**config.mk**
```make
export PLATFORM = sky130hd
export DESIGN_NAME = pipe_ctrl
export DESIGN_NICKNAME = d
export VERILOG_FILES = /design/src/rtl/pipe_ctrl.sv
export SDC_FILE = /design/constraint.sdc
export NUM_CORES = 1
export LEC_CHECK = 0
export CORE_ASPECT_RATIO = 1.25
export CORE_MARGIN = 2
export CORE_UTILIZATION = 38
export CTS_CLUSTER_DIAMETER = 80
export DETAILED_ROUTE_END_ITERATION = 16
export PLACE_DENSITY = 0.79
export SYNTH_ARGS = -nofsm -noshare
export SYNTH_HDL_FRONTEND = slang
export SYNTH_SLANG_ARGS = --single-unit
```
**constraint.sdc**
```tcl
create_clock -name clk -period 2.33 [get_ports clk]
set_input_delay 0.3495 -clock clk [delete_from_list [all_inputs] [get_ports clk]]
set_output_delay 0.3495 -clock clk [all_outputs]
set_load 0.02 [all_outputs]
```
**src/rtl/pipe_ctrl.sv**
```systemverilog
// pipe_ctrl: decode-stage sequencing controller.
// Produces hold/flush/bubble controls for PC, IF/ID and ID/EX. It detects
// load-use hazards and serializes CSR/FENCE/ECALL-class instructions by
// draining the pipe and isolating them. It also counts how many instructions
// are in flight past decode.
module pipe_ctrl #(
    parameter int CNT_W = 3
) (
    input  logic             clk,
    input  logic             rst,
    input  logic             id_valid_i,
    input  logic [4:0]       id_rs1_addr_i,
    input  logic [4:0]       id_rs2_addr_i,
    input  logic             id_serial_i,
    input  logic             ex_valid_i,
    input  logic             ex_is_load_i,
    input  logic             ex_rd_we_i,
    input  logic [4:0]       ex_rd_addr_i,
    input  logic             ex_redirect_i,
    input  logic             mem_busy_i,
    input  logic             wb_retire_i,
    output logic             pc_hold_o,
    output logic             ifid_hold_o,
    output logic             ifid_flush_o,
    output logic             idex_bubble_o,
    output logic             pipe_hold_o,
    output logic             issue_o,
    output logic             ser_busy_o,
    output logic [CNT_W-1:0] inflight_o
);

    localparam logic [CNT_W-1:0] CNT_MAX = '1;
    localparam logic [CNT_W-1:0] CNT_ONE = CNT_W'(1);

    typedef enum logic [1:0] {
        RUN      = 2'd0,
        DRAIN    = 2'd1,
        SER_WAIT = 2'd2
    } state_t;

    state_t           state;
    state_t           state_nx;
    logic [CNT_W-1:0] cnt;

    logic lu;
    logic full;
    logic pc_hold;
    logic ifid_hold;
    logic ifid_flush;
    logic idex_bubble;
    logic pipe_hold;
    logic issue;

    // Hazard terms: a load in EX whose destination feeds the ID instruction,
    // and the in-flight counter having no room for another issue.
    always_comb begin
        lu = ex_valid_i & ex_is_load_i & ex_rd_we_i & (ex_rd_addr_i != 5'd0) &
             ((ex_rd_addr_i == id_rs1_addr_i) | (ex_rd_addr_i == id_rs2_addr_i));
        full = (cnt == CNT_MAX);
    end

    // Prioritized control decode: memory stall beats redirect beats the
    // serialization states beats the ordinary hazard/issue path.
    always_comb begin
        pc_hold     = 1'b0;
        ifid_hold   = 1'b0;
        ifid_flush  = 1'b0;
        idex_bubble = 1'b0;
        pipe_hold   = 1'b0;
        issue       = 1'b0;
        state_nx    = state;
        if (mem_busy_i) begin
            pipe_hold = 1'b1;
            pc_hold   = 1'b1;
            ifid_hold = 1'b1;
        end else if (ex_redirect_i) begin
            ifid_flush  = 1'b1;
            idex_bubble = 1'b1;
            state_nx    = RUN;
        end else if (state == SER_WAIT) begin
            pc_hold    = 1'b1;
            ifid_flush = 1'b1;
            if (wb_retire_i && cnt == CNT_ONE) begin
                state_nx = RUN;
            end
        end else if (id_valid_i && id_serial_i) begin
            if (cnt == '0) begin
                issue      = 1'b1;
                pc_hold    = 1'b1;
                ifid_flush = 1'b1;
                state_nx   = SER_WAIT;
            end else begin
                pc_hold     = 1'b1;
                ifid_hold   = 1'b1;
                idex_bubble = 1'b1;
                state_nx    = DRAIN;
            end
        end else begin
            // A DRAIN whose serial instruction has gone (e.g. flushed) falls back to RUN.
            state_nx = RUN;
            if (id_valid_i && (lu || full)) begin
                pc_hold     = 1'b1;
                ifid_hold   = 1'b1;
                idex_bubble = 1'b1;
            end else begin
                issue = id_valid_i;
            end
        end
    end

    // State and in-flight counter; the counter saturates at both ends so an
    // illegal retire at zero cannot wrap it.
    always_ff @(posedge clk or posedge rst) begin
        if (rst) begin
            state <= RUN;
            cnt   <= '0;
        end else begin
            state <= state_nx;
            if (issue && !wb_retire_i && cnt != CNT_MAX) begin
                cnt <= cnt + CNT_ONE;
            end else if (wb_retire_i && !issue && cnt != '0) begin
                cnt <= cnt - CNT_ONE;
            end
        end
    end

    assign pc_hold_o     = pc_hold & ~rst;
    assign ifid_hold_o   = ifid_hold & ~rst;
    assign ifid_flush_o  = ifid_flush & ~rst;
    assign idex_bubble_o = idex_bubble & ~rst;
    assign pipe_hold_o   = pipe_hold & ~rst;
    assign issue_o       = issue & ~rst;
    assign ser_busy_o    = (state != RUN) & ~rst;
    assign inflight_o    = rst ? '0 : cnt;

endmodule

```
**After elaboration in Yosys (flattened, before gate mapping)**

Index checks and enable logic that the tools add are counted.

- Bits in writable memories: 0
- Output and inout bits: 10
- Latch bits: 0
- Input bits: 25
- Memories: 0
- Bits in read-only memories: 0
- Register bits after elaboration: 5
- Word-level logic and storage cells: 72

- $lt $le $gt $ge: 0
- Divide/modulo/power cells: 0
- Shift operators: 0
- Bitwise operators: 14
- Reduce and logical (&&, ||, !) cells: 16
- $add $sub $neg: 2
- Equal/unequal tests: 7
- Muxes and demuxes: 31
- $mul: 0

Operators with widths:

| kind | count |
|---|---|
| $mux 1 | 23 |
| $and 1x1->1 | 11 |
| $eq 5x5->1 | 2 |
| $mux 2 | 5 |
| $mux 3 | 3 |
| $logic_and 1x1->1 | 7 |
| $reduce_bool 5->1 | 1 |
| $reduce_bool 2->1 | 2 |
| $add 3x1->3 const B | 1 |
| $eq 3x1->1 const B | 1 |
| $eq 3x3->1 const B | 1 |
| $logic_not 3->1 | 1 |
| $ne 3x2->1 const B | 1 |
| $ne 3x3->1 const B | 1 |
| $reduce_bool 3->1 | 1 |
| $sub 3x1->3 const B | 1 |
| $eq 2x2->1 const B | 1 |
| $logic_not 1->1 | 2 |
| $not 1->1 | 2 |
| $reduce_and 2->1 | 1 |
| $logic_or 1x1->1 | 1 |
| $or 1x1->1 | 1 |

**Longest topological paths before layout**

Gate-level depths: netlist of the first run.

- Depth after elaboration: 16
- Gate-level depth with buffers: 8
- Depth with buffers taken out: 8

**Least setup slack after synthesis of the first run**

OpenSTA, ideal clock, no wires.

- Path type: in2out
- Start point: input port ex_rd_addr_i[2]
- End point: output port idex_bubble_o
- Buffers on the path: 0
- Arrival time: 1.900 ns
- Required time: 1.980 ns
- Stages: 6
- Slack: 0.080 ns
- Cell sequence: xor2_1 > nor3_1 > a22oi_2 > o21bai_1 > o21ai_1 > o41ai_1

- Longest elaborated chain between the ends: 11
- Elaborated cells on any way between the ends: 14
- Those cells by class: eq/ne: 2; mux: 5; bitwise: 4; reduce/logical: 3

Ends and longest elaborated chain:

| element | line | source |
|---|---|---|
| start: declaration | 18 | `input logic [4:0] ex_rd_addr_i,` |
| $eq 5x5->1 or $reduce_bool 5->1 (tied branches) | 58, 57 |  |
| $or 1x1->1 or $and 1x1->1 (tied branches) | 58, 57 |  |
| $and 1x1->1 * | 57 | `lu = ex_valid_i & ex_is_load_i & ex_rd_we_i & (ex_rd_addr_i != 5'd0) &` |
| $logic_or 1x1->1 * | 101 | `if (id_valid_i && (lu \|\| full)) begin` |
| $logic_and 1x1->1 * | 101 |  |
| $mux 1 * | 101 |  |
| $mux 1 * | 86 | `end else if (id_valid_i && id_serial_i) begin` |
| $mux 1 * | 80 | `end else if (state == SER_WAIT) begin` |
| $mux 1 * | 76 | `end else if (ex_redirect_i) begin` |
| $mux 1 * | 72 | `if (mem_busy_i) begin` |
| $and 1x1->1 * | 130 | `assign idex_bubble_o = idex_bubble & ~rst;` |
| end: declaration | 25 | `output logic idex_bubble_o,` |

Mark *: on every way between the ends. The rest lies on a longest branch, timed or not.

**Worst setup path in the final report of the first run**

- Start point: input port ex_rd_addr_i[3]
- End point: output port issue_o

- Longest elaborated chain between the ends: 11
- Elaborated cells on any way between the ends: 14
- Those cells by class: eq/ne: 2; mux: 5; bitwise: 4; reduce/logical: 3

Ends and longest elaborated chain:

| element | line | source |
|---|---|---|
| $eq 5x5->1 or $reduce_bool 5->1 (tied branches) | 58, 57 |  |
| $or 1x1->1 or $and 1x1->1 (tied branches) | 58, 57 |  |
| $and 1x1->1 * | 57 |  |
| $logic_or 1x1->1 * | 101 |  |
| $logic_and 1x1->1 * | 101 |  |
| $mux 1 * | 101 |  |
| $mux 1 * | 86 |  |
| $mux 1 * | 80 |  |
| $mux 1 * | 76 |  |
| $mux 1 * | 72 |  |
| $and 1x1->1 * | 132 | `assign issue_o = issue & ~rst;` |
| end: declaration | 27 | `output logic issue_o,` |

Marks and branches as above.

==> key figures, run 1 <==
Critical path
  • CP Buf/Inv Count: 3
  • Critical Path End: issue_o
  • Setup CP Type: input pin to output pin
  • WP depth: 7
  • Critical Path Sink Type: output pin
  • Worst Setup SP: ex_rd_addr_i[3]
  • Crit-path cells: clkdlybuf4s15_1 -> or4_4 -> o2111ai_4 -> o21bai_4 -> buf_4 -> a211oi_2 -> buf_4
  • Capturing point of the worst reg2reg path: cnt[1]
  • Max FO, Critical Path: 3
  • Worst EP arrival: 1.91 ns
  • R2R depth: 9
  • Critical path's most frequent cell: buf_4
  • CP Launch Type: input pin
  • CP max stage delay: 0.51 ns
  • Top cell family by delay on the critical path: buffers and inverters
  • RR Startpoint: cnt[0]
  • WP data required: 1.98 ns
  • Reg2reg setup slack: 0.32 ns
  • Slowest cell on crit path: or4_4

Logic synthesis
  • Synth cell types: 33
  • Post-synth top area share: 19.3%
  • Cell taking the most area after synthesis: dfrtp_1
  • Post-synthesis async set-or-reset flop share: 100%
  • Sequential area share after synthesis: 19.3%
  • Syn Inst Count: 82
  • Post-synth EDFFs: 0
  • Largest cells by area after synthesis: dfrtp_1 19%, xor2_1 14%, ha_1 9.7%, inv_1 5.8%, nor2_1 5.2%
  • Post-Syn Nets: 112
  • Synth Area per Inst: 7.89 um2
  • #FFs+latches synth: 5
  • Post-Syn Area: 647 um2
  • Yosys warning count: 0
  • Top_reg_cell synth: dfrtp_1

Drt
  • M1 WL: 833 um
  • Post-Route WL: 2.18 mm
  • DR WL/cell: 14.2 um
  • Vias per cell: 5.18
  • WL met3: 119 um
  • DRC violation total after the first TritonRoute iteration: 18
  • Total number of vias: 793
  • Remaining DRCs: 0
  • Highest routed layer: met4
  • Post-DRT Antenna Nets: 0
  • Metal2 WL: 1.16 mm
  • First-pass detailed-route iteration total: 4

Die
  • Rows: 16
  • Chip height: 50.1 um
  • Die Area: 0.00205 mm2
  • Starting Density: 40.9%
  • Chip width: 40.9 um
  • Core Region: 0.00158 mm2
  • # IOs: 35

STA
  • Final worst setup slack: 0.0691 ns
  • FMAX: 442 MHz
  • Fin crit period: 2.26 ns
  • Rel. slew slack: 57.2%
  • Final setup vio count: 0
  • Fin Clk Skew: 0.00698 ns
  • Least-Margin Pin Slew: 0.636 ns
  • Slew Limit Fails: 0
  • RSZ-0062 raised after global routing: yes
  • Tcrit/Tclk final: 97.0%
  • Setup TNS: 0 ns
  • Final hold violation count: 0

Global routing
  • GRT Residual Overflow: 0
  • Total Routing Usage GR: 22.6%
  • Pin count of the biggest net entering global routing: 7
  • Vias in the first global route: 788
  • Initial antenna violation count: 0
  • First-pass GRT wire length: 3.23 mm

CTS
  • H-tree level count: 1
  • CTS tree: done
  • Root Buffer: clkbuf_4
  • Worst-path clk slew: 0.04 ns
  • Clock Latency Late Sink: 0.24 ns
  • CTS buffer count: 3
  • Clock sink count: 5
  • Clock Path Buffers: 2

Hold path
  • Worst min path class: flip-flop to flip-flop
  • Min-Delay Path Depth: 2

Place
  • Port Buffers: 34
  • Hpwl dp: 1.60 mm
  • DP Worst Slack: -0.683 ns
  • Final Wtd Congestion: 0.798

Run status
  • Status: completed

Layout
  • Ant diodes: 0
  • # fillers: 125
  • Area delta synth->final: 85.1%
  • Nets: 166
  • Multi-input gate area: 552 um2
  • Finished Core Util: 75.7%
  • Reg area: 125 um2
  • Layout cells sized above 1: 29.6%

Power and ir drop
  • Lkg Pwr: 0.000565 uW
  • P per Cell Area: 625 mW/mm2
  • Peak supply drop: 0.514 mV

Run
  • MaxCap Viol Count: 0
## what timing repair did
action	in CTS	in global routing
pin swaps	9	8
hold buffers	0	0
buffers inserted	1	2
endpoints found under the setup margin	5	3
gates resized for setup	42	11
gates cloned	0	0
## layout by cell type (no fill, tap or decap), types with 2 or more instances in the layout
cell              n
nand2_1           6
nor3_2            2
o41ai_2           2
buf_4            20
dlygate4sd2_1     7
nor2b_1           2
ha_1              5
dfrtp_1           5
inv_1            10
nor3_1            2
clkdlybuf4s50_1  19
clkbuf_2          2
nand2b_1          2
o21ai_0           3
o21ai_2           2
xor2_1           10
clkbuf_4          3
nor2_1            9
## power breakdown
part / total, uW / switching [uW] / internal, uW
Clock: 97.9 / 33.3 / 64.6
Combinational: 499 / 242 / 257
Sequential: 151 / 32.4 / 119
Total: 748 / 308 / 441
## kinds of logic after synthesis
group	share of synthesized area, %
mux	3.29
buf+inv	6.38
flops	19.3
xor+xnor	14.9
simple gates	19.5
fa+ha+maj	9.67
compound gates	26.9
## Yosys cell counts (all sizes together) (2+ instances only)
cell     instances
dfrtp            5
inv             10
ha               5
nor2b            2
nand2            6
nor3             4
nand2b           2
o21bai           2
xor2            10
o41ai            2
o2111ai          2
nor2             9
o21ai            6
## flip-flops by register name, indices dropped and copies added, names as in the netlist
| name | count |
|---|---|
| cnt | 3 |
| state | 2 |
## through the flow
| step | power, uW | instance area [um2] | hold slack [ns] | cells |
|---|---|---|---|---|
| after floorplan | 412 | 647 | 0.355 | 82 |
| after global placement | 595 | 1100 | 0.536 | 146 |
| after detailed placement | 614 | 1100 | 0.556 | 146 |
| after CTS | 727 | 1150 | 0.566 | 151 |
| after global routing | 820 | 1200 | 0.583 | 153 |
| final | 748 | 1200 | 0.557 | 153 |
## worst min path at each step
stage | to | start | slack [ns]
after detailed placement | cnt[1] | cnt[1] | 0.56
final | cnt[1] | cnt[1] | 0.56
after global placement | state[0] | state[0] | 0.54
after floorplan | cnt[0] | rst | 0.36
after global routing | cnt[1] | cnt[1] | 0.58
after CTS | cnt[1] | cnt[1] | 0.57
## area by class of cell
class | instances | area share [%]
well taps | 18 | 1.88
inverters | 10 | 3.13
repair buffers | 50 | 36.3
flip-flops and latches | 5 | 10.4
clock buffers | 4 | 2.19
multi-input cells | 66 | 46.1
## worst reg2reg max path: cells and delay by family (launching register included)
kind / cells / cell delay, ns
adders and majority gates: 1 / 0.16
AOI/OAI and AO/OA: 2 / 0.39
muxes: 1 / 0.30
and+or+nand+nor: 3 / 0.40
buffers and inverters: 2 / 0.29
DFF: 1 / 0.41
## layer usage
metal,GRT usage (%),vias to the layer above
met5,0,-
met4,9.44,0
met3,3.54,8
met2,40.1,29
met1,24.4,362
li1,-,394
No activity file was read; power rests on OpenSTA's default activity.
==> run 2: changes to the inputs <==
--- a/config.mk
+++ b/config.mk
@@ -10,7 +10,7 @@
 export CORE_UTILIZATION = 38
 export CTS_CLUSTER_DIAMETER = 80
 export DETAILED_ROUTE_END_ITERATION = 16
-export PLACE_DENSITY = 0.79
+export PLACE_DENSITY = 0.78
 export SYNTH_ARGS = -nofsm -noshare
 export SYNTH_HDL_FRONTEND = slang
 export SYNTH_SLANG_ARGS = --single-unit
==> run 2 against run 1 <==
Fmax shrank 1.4%. Power fell by 5.2%. Via count down 3.5%. Non-clock buffer count shrank 2. Global-route usage is 0.38 points lower. Highest routed layer unchanged.
==> key figures, run 2 (synthesized netlist as in run 1, its figures left out) <==
Run status
  • Status: completed

Die
  • Starting Density: 40.9% (unchanged)
  • Chip height: 50.1 um (unchanged)
  • Die Area: 0.00205 mm2 (unchanged)
  • # IOs: 35 (unchanged)
  • Chip width: 40.9 um (unchanged)
  • Core Region: 0.00158 mm2 (unchanged)
  • Rows: 16 (unchanged)

Critical path
  • Worst EP arrival: 1.94 ns (+0.03 ns)
  • CP Buf/Inv Count: 2 (-1)
  • R2R depth: 9 (unchanged)
  • Slowest cell on crit path: or4_4
  • Setup CP Type: input pin to output pin
  • WP data required: 1.98 ns (about the same)
  • Crit-path cells: clkdlybuf4s15_2 -> or4_4 -> o2111ai_4 -> o21bai_2 -> o21ai_2 -> a31oi_1 -> buf_4
  • WP depth: 7 (unchanged)
  • Critical Path Sink Type: output pin
  • Max FO, Critical Path: 3 (unchanged)
  • CP max stage delay: 0.56 ns (+0.05 ns)
  • Top cell family by delay on the critical path: compound AO/OA/AOI/OAI gates
  • CP Launch Type: input pin

Hold path
  • Min-Delay Path Depth: 2 (unchanged)
  • Worst min path class: flip-flop to flip-flop

Global routing
  • GRT Residual Overflow: 0 (unchanged)
  • Pin count of the biggest net entering global routing: 8 (+1)
  • Initial antenna violation count: 0 (unchanged)
  • First-pass GRT wire length: 3.22 mm (-0.43%)
  • Total Routing Usage GR: 22.3% (-0.38 points)
  • Vias in the first global route: 794 (+0.76%)

Layout
  • Biggest regs: cnt: 3 flops, state: 2 flops
  • Commonest non-fill, non-tap cell in the layout: buf_4
  • Largest register FFs: 3 (unchanged)
  • Design area: 0.00116 mm2 (-2.7%)
  • Most frequent cells in the layout: 16 x buf_4, 14 x clkdlybuf4s50_1, 10 x inv_1, 10 x xor2_1
  • Ant diodes: 0 (unchanged)
  • Largest Register: cnt
  • Nets: 164 (-1.2%)
  • Finished Core Util: 73.7% (-2.1 points)
  • Layout cells sized above 1: 25.6% (-4.1 points)
  • Area delta synth->final: 80.1%

Drt
  • First-pass detailed-route iteration total: 4 (unchanged)
  • DRC violation total after the first TritonRoute iteration: 8 (-10)
  • Vias per cell: 5.07 (-2.3%)
  • DR WL/cell: 13.0 um (-8.9%)
  • Remaining DRCs: 0 (unchanged)
  • Post-Route WL: 1.96 mm (-10%)
  • Post-DRT Antenna Nets: 0 (unchanged)
  • Total number of vias: 765 (-3.5%)

STA
  • Fin Clk Skew: 0.00149 ns (-0.00549 ns)
  • Final setup vio count: 0 (unchanged)
  • Tcrit/Tclk final: 98.4% (+1.4 points)
  • Setup TNS: 0 ns (unchanged)
  • Slew Limit Fails: 0 (unchanged)
  • Rel. slew slack: 56.5% (-0.70 points)
  • Fin crit period: 2.29 ns (+0.0321 ns)
  • Least-Margin Pin Slew: 0.646 ns (+0.0105 ns)
  • Final hold violation count: 0 (unchanged)
  • RSZ-0062 raised after global routing: yes
  • FMAX: 436 MHz (-1.4%)

Power and ir drop
  • Power share of the clock group: 13.7% (+0.6 points)
  • Lkg Pwr: 0.000582 uW (+3.0%)
  • Net Sw Frac: 40.8% (-0.36 points)
  • Logic gate share of total power: 65.5% (-1.2 points)
  • Pint: 420 uW (-4.6%)
  • P per Cell Area: 609 mW/mm2 (-2.6%)
  • Reg power frac: 20.8% (+0.6 points)
  • Psw: 289 uW (-6.0%)
  • Peak supply drop: 0.506 mV (-1.6%)
  • Power Total: 709 uW (-5.2%)

CTS
  • Root Buffer: clkbuf_4
  • Clock Latency Late Sink: 0.24 ns (about the same)
  • H-tree level count: 1 (unchanged)
  • CTS buffer count: 3 (unchanged)
  • Clock sink count: 5 (unchanged)
  • Clock Path Buffers: 2 (unchanged)
  • CTS tree: done
  • Worst-path clk slew: 0.04 ns (about the same)

Place
  • Port Buffers: 34 (unchanged)
  • Placed Area: 0.00110 mm2 (unchanged)
  • Final Wtd Congestion: 0.773 (-3.2%)
  • Hpwl dp: 1.55 mm (-3.1%)

Run
  • MaxCap Viol Count: 0 (unchanged)
==> run 2: worst register-to-register path, delay by kind of cell (launching register included) <==
family,cells,cell delay (ns)
and+or+nand+nor,3,0.46
DFF,1,0.37
AOI/OAI and AO/OA,3,0.62
adders and majority gates,1,0.20
buffers and inverters,2,0.18
==> run 2: what timing repair did <==
action,4_1_cts,5_1_grt
pin swaps,9,9
buffers inserted,1,0
endpoints found under the setup margin,5,4
gates resized for setup,42,8
hold buffers,0,0
==> run 2: worst paths after layout <==
path | startpoint | end | slack (ns)
hold reg to reg | cnt[1] | cnt[1] | 0.56
max in group asynchronous | rst | cnt[1] | 1.56
setup / recovery | ex_rd_addr_i[4] | pc_hold_o | 0.04
hold / removal | cnt[1] | cnt[1] | 0.56
min in group asynchronous | rst | state[0] | 0.66
setup reg to reg | cnt[0] | cnt[2] | 0.43
==> run 2: area by class of cell <==
cell class | instances | area, um2
multi-input cells | 66 | 523
flip-flops and latches | 5 | 125
well taps | 18 | 22.5
repair buffers | 48 | 430
clock buffers | 4 | 26.3
inverters | 10 | 37.5
fillers | 131 | 417
==> run 2: power groups by stage <==
stage / Combinational, uW / Clock [uW] / Sequential, uW
floorplan: 270 / 0 / 142
global placement: 449 / 0 / 147
detailed placement: 459 / 0 / 149
CTS: 461 / 104 / 148
global route: 524 / 105 / 154
finish: 465 / 96.9 / 148
==> run 2: per-layer routing <==
| layer | track usage (%) | wire length, um | up-vias |
|---|---|---|---|
| li1 | - | - | 395 |
| met1 | 25.9 | 787 | 352 |
| met2 | 37.5 | 1080 | 16 |
| met3 | 3.10 | 67 | 2 |
| met4 | 10.0 | 19 | 0 |
| met5 | 0 | 0 | - |
==> run 2: stage by stage <==
step | cells | worst slack [ns] | hold WS (ns)
final | 151 | 0.0370 | 0.555
after global routing | 151 | -0.0176 | 0.593
after CTS | 151 | 0.00150 | 0.559
after detailed placement | 146 | -0.679 | 0.546
after global placement | 146 | -0.635 | 0.537
after floorplan | 82 | 0.0802 | 0.355
